### src/rtl/mem_request_arbiter_if.sv
// rtl/mem_request_arbiter_if.sv - request/grant bundle between miss handlers and the memory port arbiter
interface mem_request_arbiter_if #(
  parameter int NUM_REQ = 4
) ();
  localparam int ID_W = $clog2(NUM_REQ);

  logic [NUM_REQ-1:0] req;
  logic               mem_done;
  logic [NUM_REQ-1:0] grant;
  logic               grant_valid;
  logic [ID_W-1:0]    grant_id;
  logic               mem_start;
  logic               timeout_err;

  // Requesters and the memory adapter drive req/mem_done; the arbiter answers.
  modport master (
    output req, mem_done,
    input  grant, grant_valid, grant_id, mem_start, timeout_err
  );
  modport slave (
    input  req, mem_done,
    output grant, grant_valid, grant_id, mem_start, timeout_err
  );
endinterface

### src/rtl/mem_request_arbiter.sv
// rtl/mem_request_arbiter.sv - rotating/fixed priority arbiter for the shared memory port with watchdog
module mem_request_arbiter #(
  parameter int NUM_REQ     = 4,
  parameter bit ROUND_ROBIN = 1'b1,
  parameter int TIMEOUT     = 255
) (
  input  logic                  clk,
  input  logic                  rst_n,
  mem_request_arbiter_if.slave  bus_if
);
  localparam int ID_W = $clog2(NUM_REQ);
  localparam int WD_W = (TIMEOUT > 2) ? $clog2(TIMEOUT) : 1;

  typedef enum logic {IDLE, BUSY} state_t;

  state_t             state_q;
  logic [NUM_REQ-1:0] grant_q;
  logic [ID_W-1:0]    grant_id_q;
  logic [ID_W-1:0]    rr_ptr_q;
  logic               mem_start_q;
  logic               timeout_err_q;
  logic [WD_W-1:0]    wd_cnt_q;

  logic [NUM_REQ-1:0] cand;
  logic               win_found;
  logic [ID_W-1:0]    win_id;
  logic [ID_W-1:0]    win_next;
  logic               wd_expire;
  logic               release_now;
  logic               take;

  function automatic logic [ID_W-1:0] slot(input logic [ID_W-1:0] base, input int offset);
    int s;
    s = int'(base) + offset;
    if (s >= NUM_REQ) s = s - NUM_REQ;
    return ID_W'(s);
  endfunction

  always_comb begin
    // Holder is masked so a release re-arbitrates among the others only.
    cand      = bus_if.req & ~grant_q;
    win_found = 1'b0;
    win_id    = '0;
    // Descending scan: the last hit is the first index in rotation order.
    for (int i = NUM_REQ - 1; i >= 0; i--) begin
      if (cand[slot(rr_ptr_q, i)]) begin
        win_found = 1'b1;
        win_id    = slot(rr_ptr_q, i);
      end
    end
    win_next    = (win_id == ID_W'(NUM_REQ - 1)) ? '0 : win_id + 1'b1;
    wd_expire   = (TIMEOUT != 0) && (state_q == BUSY) && !bus_if.mem_done &&
                  (wd_cnt_q == WD_W'(TIMEOUT - 1));
    release_now = (state_q == BUSY) && (bus_if.mem_done || wd_expire);
    take        = win_found && ((state_q == IDLE) || release_now);
  end

  always_ff @(posedge clk or negedge rst_n) begin
    if (!rst_n) begin
      state_q       <= IDLE;
      grant_q       <= '0;
      grant_id_q    <= '0;
      rr_ptr_q      <= '0;
      mem_start_q   <= 1'b0;
      timeout_err_q <= 1'b0;
      wd_cnt_q      <= '0;
    end else begin
      mem_start_q   <= take;
      timeout_err_q <= wd_expire;
      if (take) begin
        state_q    <= BUSY;
        grant_q    <= NUM_REQ'(1) << win_id;
        grant_id_q <= win_id;
        wd_cnt_q   <= '0;
        rr_ptr_q   <= ROUND_ROBIN ? win_next : '0;
      end else if (release_now) begin
        state_q    <= IDLE;
        grant_q    <= '0;
        grant_id_q <= '0;
        wd_cnt_q   <= '0;
      end else if ((state_q == BUSY) && (TIMEOUT != 0)) begin
        wd_cnt_q   <= wd_cnt_q + 1'b1;
      end
    end
  end

  assign bus_if.grant       = grant_q;
  assign bus_if.grant_valid = |grant_q;
  assign bus_if.grant_id    = grant_id_q;
  assign bus_if.mem_start   = mem_start_q;
  assign bus_if.timeout_err = timeout_err_q;
endmodule

### src/flat_wrapper.sv
// flat-port wrapper written by rule: the top's interface ports become plain ports
module mem_request_arbiter_flat 
#(
  parameter int NUM_REQ     = 4,
  parameter bit ROUND_ROBIN = 1'b1,
  parameter int TIMEOUT     = 255
)
  (clk, rst_n, bus_if_req, bus_if_mem_done, bus_if_grant, bus_if_grant_valid, bus_if_grant_id, bus_if_mem_start, bus_if_timeout_err);
  mem_request_arbiter_if #(.NUM_REQ(NUM_REQ)) bus_if_i ();
  input  logic clk;
  input  logic rst_n;
  input wire logic [$bits(bus_if_i.req)-1:0] bus_if_req;
  input wire logic [$bits(bus_if_i.mem_done)-1:0] bus_if_mem_done;
  output wire logic [$bits(bus_if_i.grant)-1:0] bus_if_grant;
  output wire logic [$bits(bus_if_i.grant_valid)-1:0] bus_if_grant_valid;
  output wire logic [$bits(bus_if_i.grant_id)-1:0] bus_if_grant_id;
  output wire logic [$bits(bus_if_i.mem_start)-1:0] bus_if_mem_start;
  output wire logic [$bits(bus_if_i.timeout_err)-1:0] bus_if_timeout_err;
  assign bus_if_i.req = bus_if_req;
  assign bus_if_i.mem_done = bus_if_mem_done;
  assign bus_if_grant = bus_if_i.grant;
  assign bus_if_grant_valid = bus_if_i.grant_valid;
  assign bus_if_grant_id = bus_if_i.grant_id;
  assign bus_if_mem_start = bus_if_i.mem_start;
  assign bus_if_timeout_err = bus_if_i.timeout_err;
  mem_request_arbiter #(.NUM_REQ(NUM_REQ), .ROUND_ROBIN(ROUND_ROBIN), .TIMEOUT(TIMEOUT)) u_core (.clk(clk), .rst_n(rst_n), .bus_if(bus_if_i));
endmodule
### config.mk
export PLATFORM = sky130hd
export DESIGN_NAME = mem_request_arbiter_flat
export DESIGN_NICKNAME = d
export VERILOG_FILES = /design/src/rtl/mem_request_arbiter_if.sv /design/src/rtl/mem_request_arbiter.sv /design/src/flat_wrapper.sv
export SDC_FILE = /design/constraint.sdc
export NUM_CORES = 1
export LEC_CHECK = 0
export BUFFER_PORTS_ARGS = -buffer_cell sky130_fd_sc_hd__clkbuf_2
export CORE_MARGIN = 3
export CORE_UTILIZATION = 47
export CTS_CLUSTER_SIZE = 8
export DETAILED_ROUTE_END_ITERATION = 10
export PLACE_DENSITY = 0.71
export SYNTH_ARGS = -nofsm -noshare
export SYNTH_HDL_FRONTEND = slang
export SYNTH_SLANG_ARGS = --single-unit
### constraint.sdc
create_clock -name clk -period 1.6 [get_ports clk]
set_input_delay 0.08 -clock clk [delete_from_list [all_inputs] [get_ports clk]]
set_output_delay 0.08 -clock clk [all_outputs]
set_load 0.02 [all_outputs]
==> metrics.md <==
| Metric | Value |
|---|---|
| Slowest cell on the critical path | or4_4 |
| Synth area leaders | dfrtp_1, xor2_1, nor2_1, o2111ai_2, a22o_1 |
| Layout area overhead | 27.95% |
| Crit-path max FO | 7 |
| Starting Density | 51.36% |
| Worst hold path class | input port to flop |
| # setup viols final | 2 |
| Row cnt | 16 |
| Detailed placement HPWL | 1707 um |
| CTS max path bufs | 2 |
| Worst path top cell family by delay | simple AND/OR/NAND/NOR gates |
| Yosys warning total | 0 |
| I/O Pins | 16 |
| Clock Skews | 3.316 ps |
| Worst hold start | bus_if_mem_done |
| Standby leakage power | 0.5976 nW |
| WHS | 84.35 ps |
| Die area | 0.002810 sq mm |
| Failing checks | setup timing |
| Ys flop type | dfrtp_1 |
| Yosys top cell by area | dfrtp_1 |
| Vias in the first global route | 875 |
| Via count | 911 |
| Largest net degree at the start of global routing | 20 |
| CP Class | flop to flop |
| GRT overflow | 0 |
| PwrDens | 1569 mW/mm^2 |
| Layout cell share with drive strength beyond 1 | 41.04% |
| Final wirelength | 2342 um |
| WP data arrival | 1800 ps |
| Count of cell types in the netlist | 37 |
| RePlAce Congestion | 0.8213 |
| Reg clk slew, reported paths | 110 ps |
| Tot Pwr | 2.085 mW |
| RSZ-0062 raised after global routing | yes |
| Max-cap violations | 0 |
| Worst-skew pair later-pin latency | 290 ps |
| Die Ht | 53.01 um |
| ANT nets after route | 0 |
| EDFF count, synth | 0 |
| Crit path cell chain | nor2b_4 > or4_4 > o2111ai_2 > xor2_1 > nor2_1 |
| H-Tree Depth | 1 |
| Worst Hold Endpoint | u_core.bus_if.timeout_err |
| Slew Limit Fails | 0 |
| Final period util | 100.6% |
| Fmax | 621.4 MHz |
| Worst Setup Start Kind | flop |
| CP required | 1790 ps |
| Max-Slew Margin vs Limit | 69.40% |
| Port Buffer Count | 15 |
| Post-synth top area share | 45.78% |
| CTS Root Cell | clkbuf_4 |
| Top-count cell post-synth | dfrtp_1 |
| Num CTS Buffers | 3 |
| WL per Instance | 14.55 um |
| Placed cell area | 0.001229 sq mm |
| RR Startpoint | u_core.bus_if.grant[2] |
| WHS Path Cells | 3 |
| CP bufs+invs | 0 |
| Commonest cells post-synth | dfrtp_1, nor2_1 |
| Vias per cell | 5.658 |
| Die width | 53.01 um |
| Crit. End Element | flop |
| Peak per-stage delay on the critical path | 610 ps |
| Core region area | 0.002022 sq mm |
| R2r endpoint | u_core.wd_cnt_q[3] |
| CTS tree | built |
| Fin nets | 144 |
| GRT Util Overall | 19.21% |
| Outcome | complete, but fails checks |
| Number of antenna diodes | 0 |
| DRT Pass-1 Iters | 4 |
| Clk sinks | 19 |
| Yosys reg bits | 19 |
| Synthesized area | 0.001038 sq mm |
| Worst VDD drop | 1.049 mV |
| Final Hold Violating Endpoints | 0 |
| Final WS setup | -9.366 ps |
| First-pass GRT wire length | 3877 um |
| R2R Setup Slk | -9 ps |
| # DRC | 0 |
| Minimum clock period | 1609 ps |
| Antenna violations before repair | 0 |
| Post-route cell area | 0.001329 sq mm |
| Syn Area/Cell | 9.986 sq um |
| Reg2reg path depth | 5 |
| Iteration-0 DRC Markers | 9 |
| Cells after synthesis | 104 |
| FFs w/ async S/R, synth | 100.0% |
| Slew @ Worst Pin | 459.1 ps |
| Mapped Nets | 113 |
| Sequential fraction of the synthesis area | 45.78% |
-- per-stage QoR --
step                      worst slack, ps  utilization [%]  cells  setup TNS (ps)
after detailed placement           -12.77            60.77    155          -18.26
after floorplan                    -63.89                -    104          -536.7
after global placement              7.321            60.77    155               0
final                              -9.366            65.72    161          -12.33
after global routing               -82.69            65.72    161          -532.2
after CTS                          -19.35            64.29    161          -64.44
-- worst max-delay path by stage --
stage / from / to / slack, ps / depth (start not counted)
2_1_floorplan: u_core.bus_if.grant[2] / u_core.wd_cnt_q[5] / -60 / 6
3_3_place_gp: u_core.bus_if.grant[2] / u_core.wd_cnt_q[3] / 7 / 5
3_5_place_dp: u_core.bus_if.grant[0] / u_core.bus_if.grant[2] / -10 / 5
4_1_cts: u_core.bus_if.grant[2] / u_core.wd_cnt_q[3] / -20 / 5
5_1_grt: u_core.bus_if.grant[2] / u_core.wd_cnt_q[3] / -80 / 5
6_report: u_core.bus_if.grant[2] / u_core.wd_cnt_q[3] / -9 / 5
-- cell usage in the layout, fill, tap and decap left out, drive strengths merged --
cell type    instances
a2111o               1
a2111oi              1
a211oi               1
a21o                 1
a21oi                5
a22o                 3
a31oi                1
and2                 2
and3                 2
buf                 14
clkbuf              17
clkinv               1
dfrtp               19
dlygate4sd3          1
ha                   2
inv                  4
nand2                6
nand2b               4
nand3                5
nand4                1
nor2                10
nor2b                5
nor3                 2
nor3b                1
o2111ai              2
o21ai               12
o2bb2ai              2
o32ai                1
or3                  2
or4                  2
xor2                 4
-- power breakdown --
part           switching, mW  internal (mW)
registers              0.119          0.602
logic                  0.596          0.529
clock network          0.145         0.0929
total                  0.861           1.22
-- layout make-up --
class,instances,area (sq um)
Clock buffer,3,22.52
Fill cell,179,693.2
Multi-Input combinational cell,78,569.3
Sequential cell,19,479.2
Clock inverter,1,5.005
Tap cell,27,33.78
Timing Repair Buffer,29,203.9
Inverter,4,15.01
-- cells by family after synthesis --
logic type | after synthesis | share of synthesized area [%]
compound gates | 30 | 20.84
buf+inv | 7 | 3.975
xor+xnor | 4 | 3.373
fa+ha+maj | 2 | 2.409
flops | 19 | 45.78
simple gates | 42 | 23.61
-- state kept, by name (all words and copies together) (netlist names) --
name / flops
u_core.bus_if.grant_id: 2
u_core.state_q: 1
u_core.rr_ptr_q: 2
u_core.bus_if.grant: 4
u_core.bus_if.timeout_err: 1
u_core.bus_if.mem_start: 1
u_core.wd_cnt_q: 8
-- what timing repair did --
action | 4_1_cts | 5_1_grt
endpoints found under the hold margin | 19 | 0
hold buffers | 1 | 0
resized for setup | 7 | 9
setup buffers | 1 | 0
endpoints found under the setup margin | 6 | 13
pin swaps | 2 | 2
-- layer usage --
metal	up-vias	global-route usage [%]	part of all wire [%]
met5	-	0	0
met4	0	8.511	1.2
met3	4	3.380	3.4
met2	21	31.20	50
met1	451	24.78	46
li1	435	-	-
-- worst reg2reg max path: stages, from the launching register on --
cell	delay (ps)
dfrtp_2	410
nor2b_4	50
or4_4	610
o2111ai_2	220
xor2_1	160
nor2_1	50
Note: power is estimated with default switching activity, not from simulation.
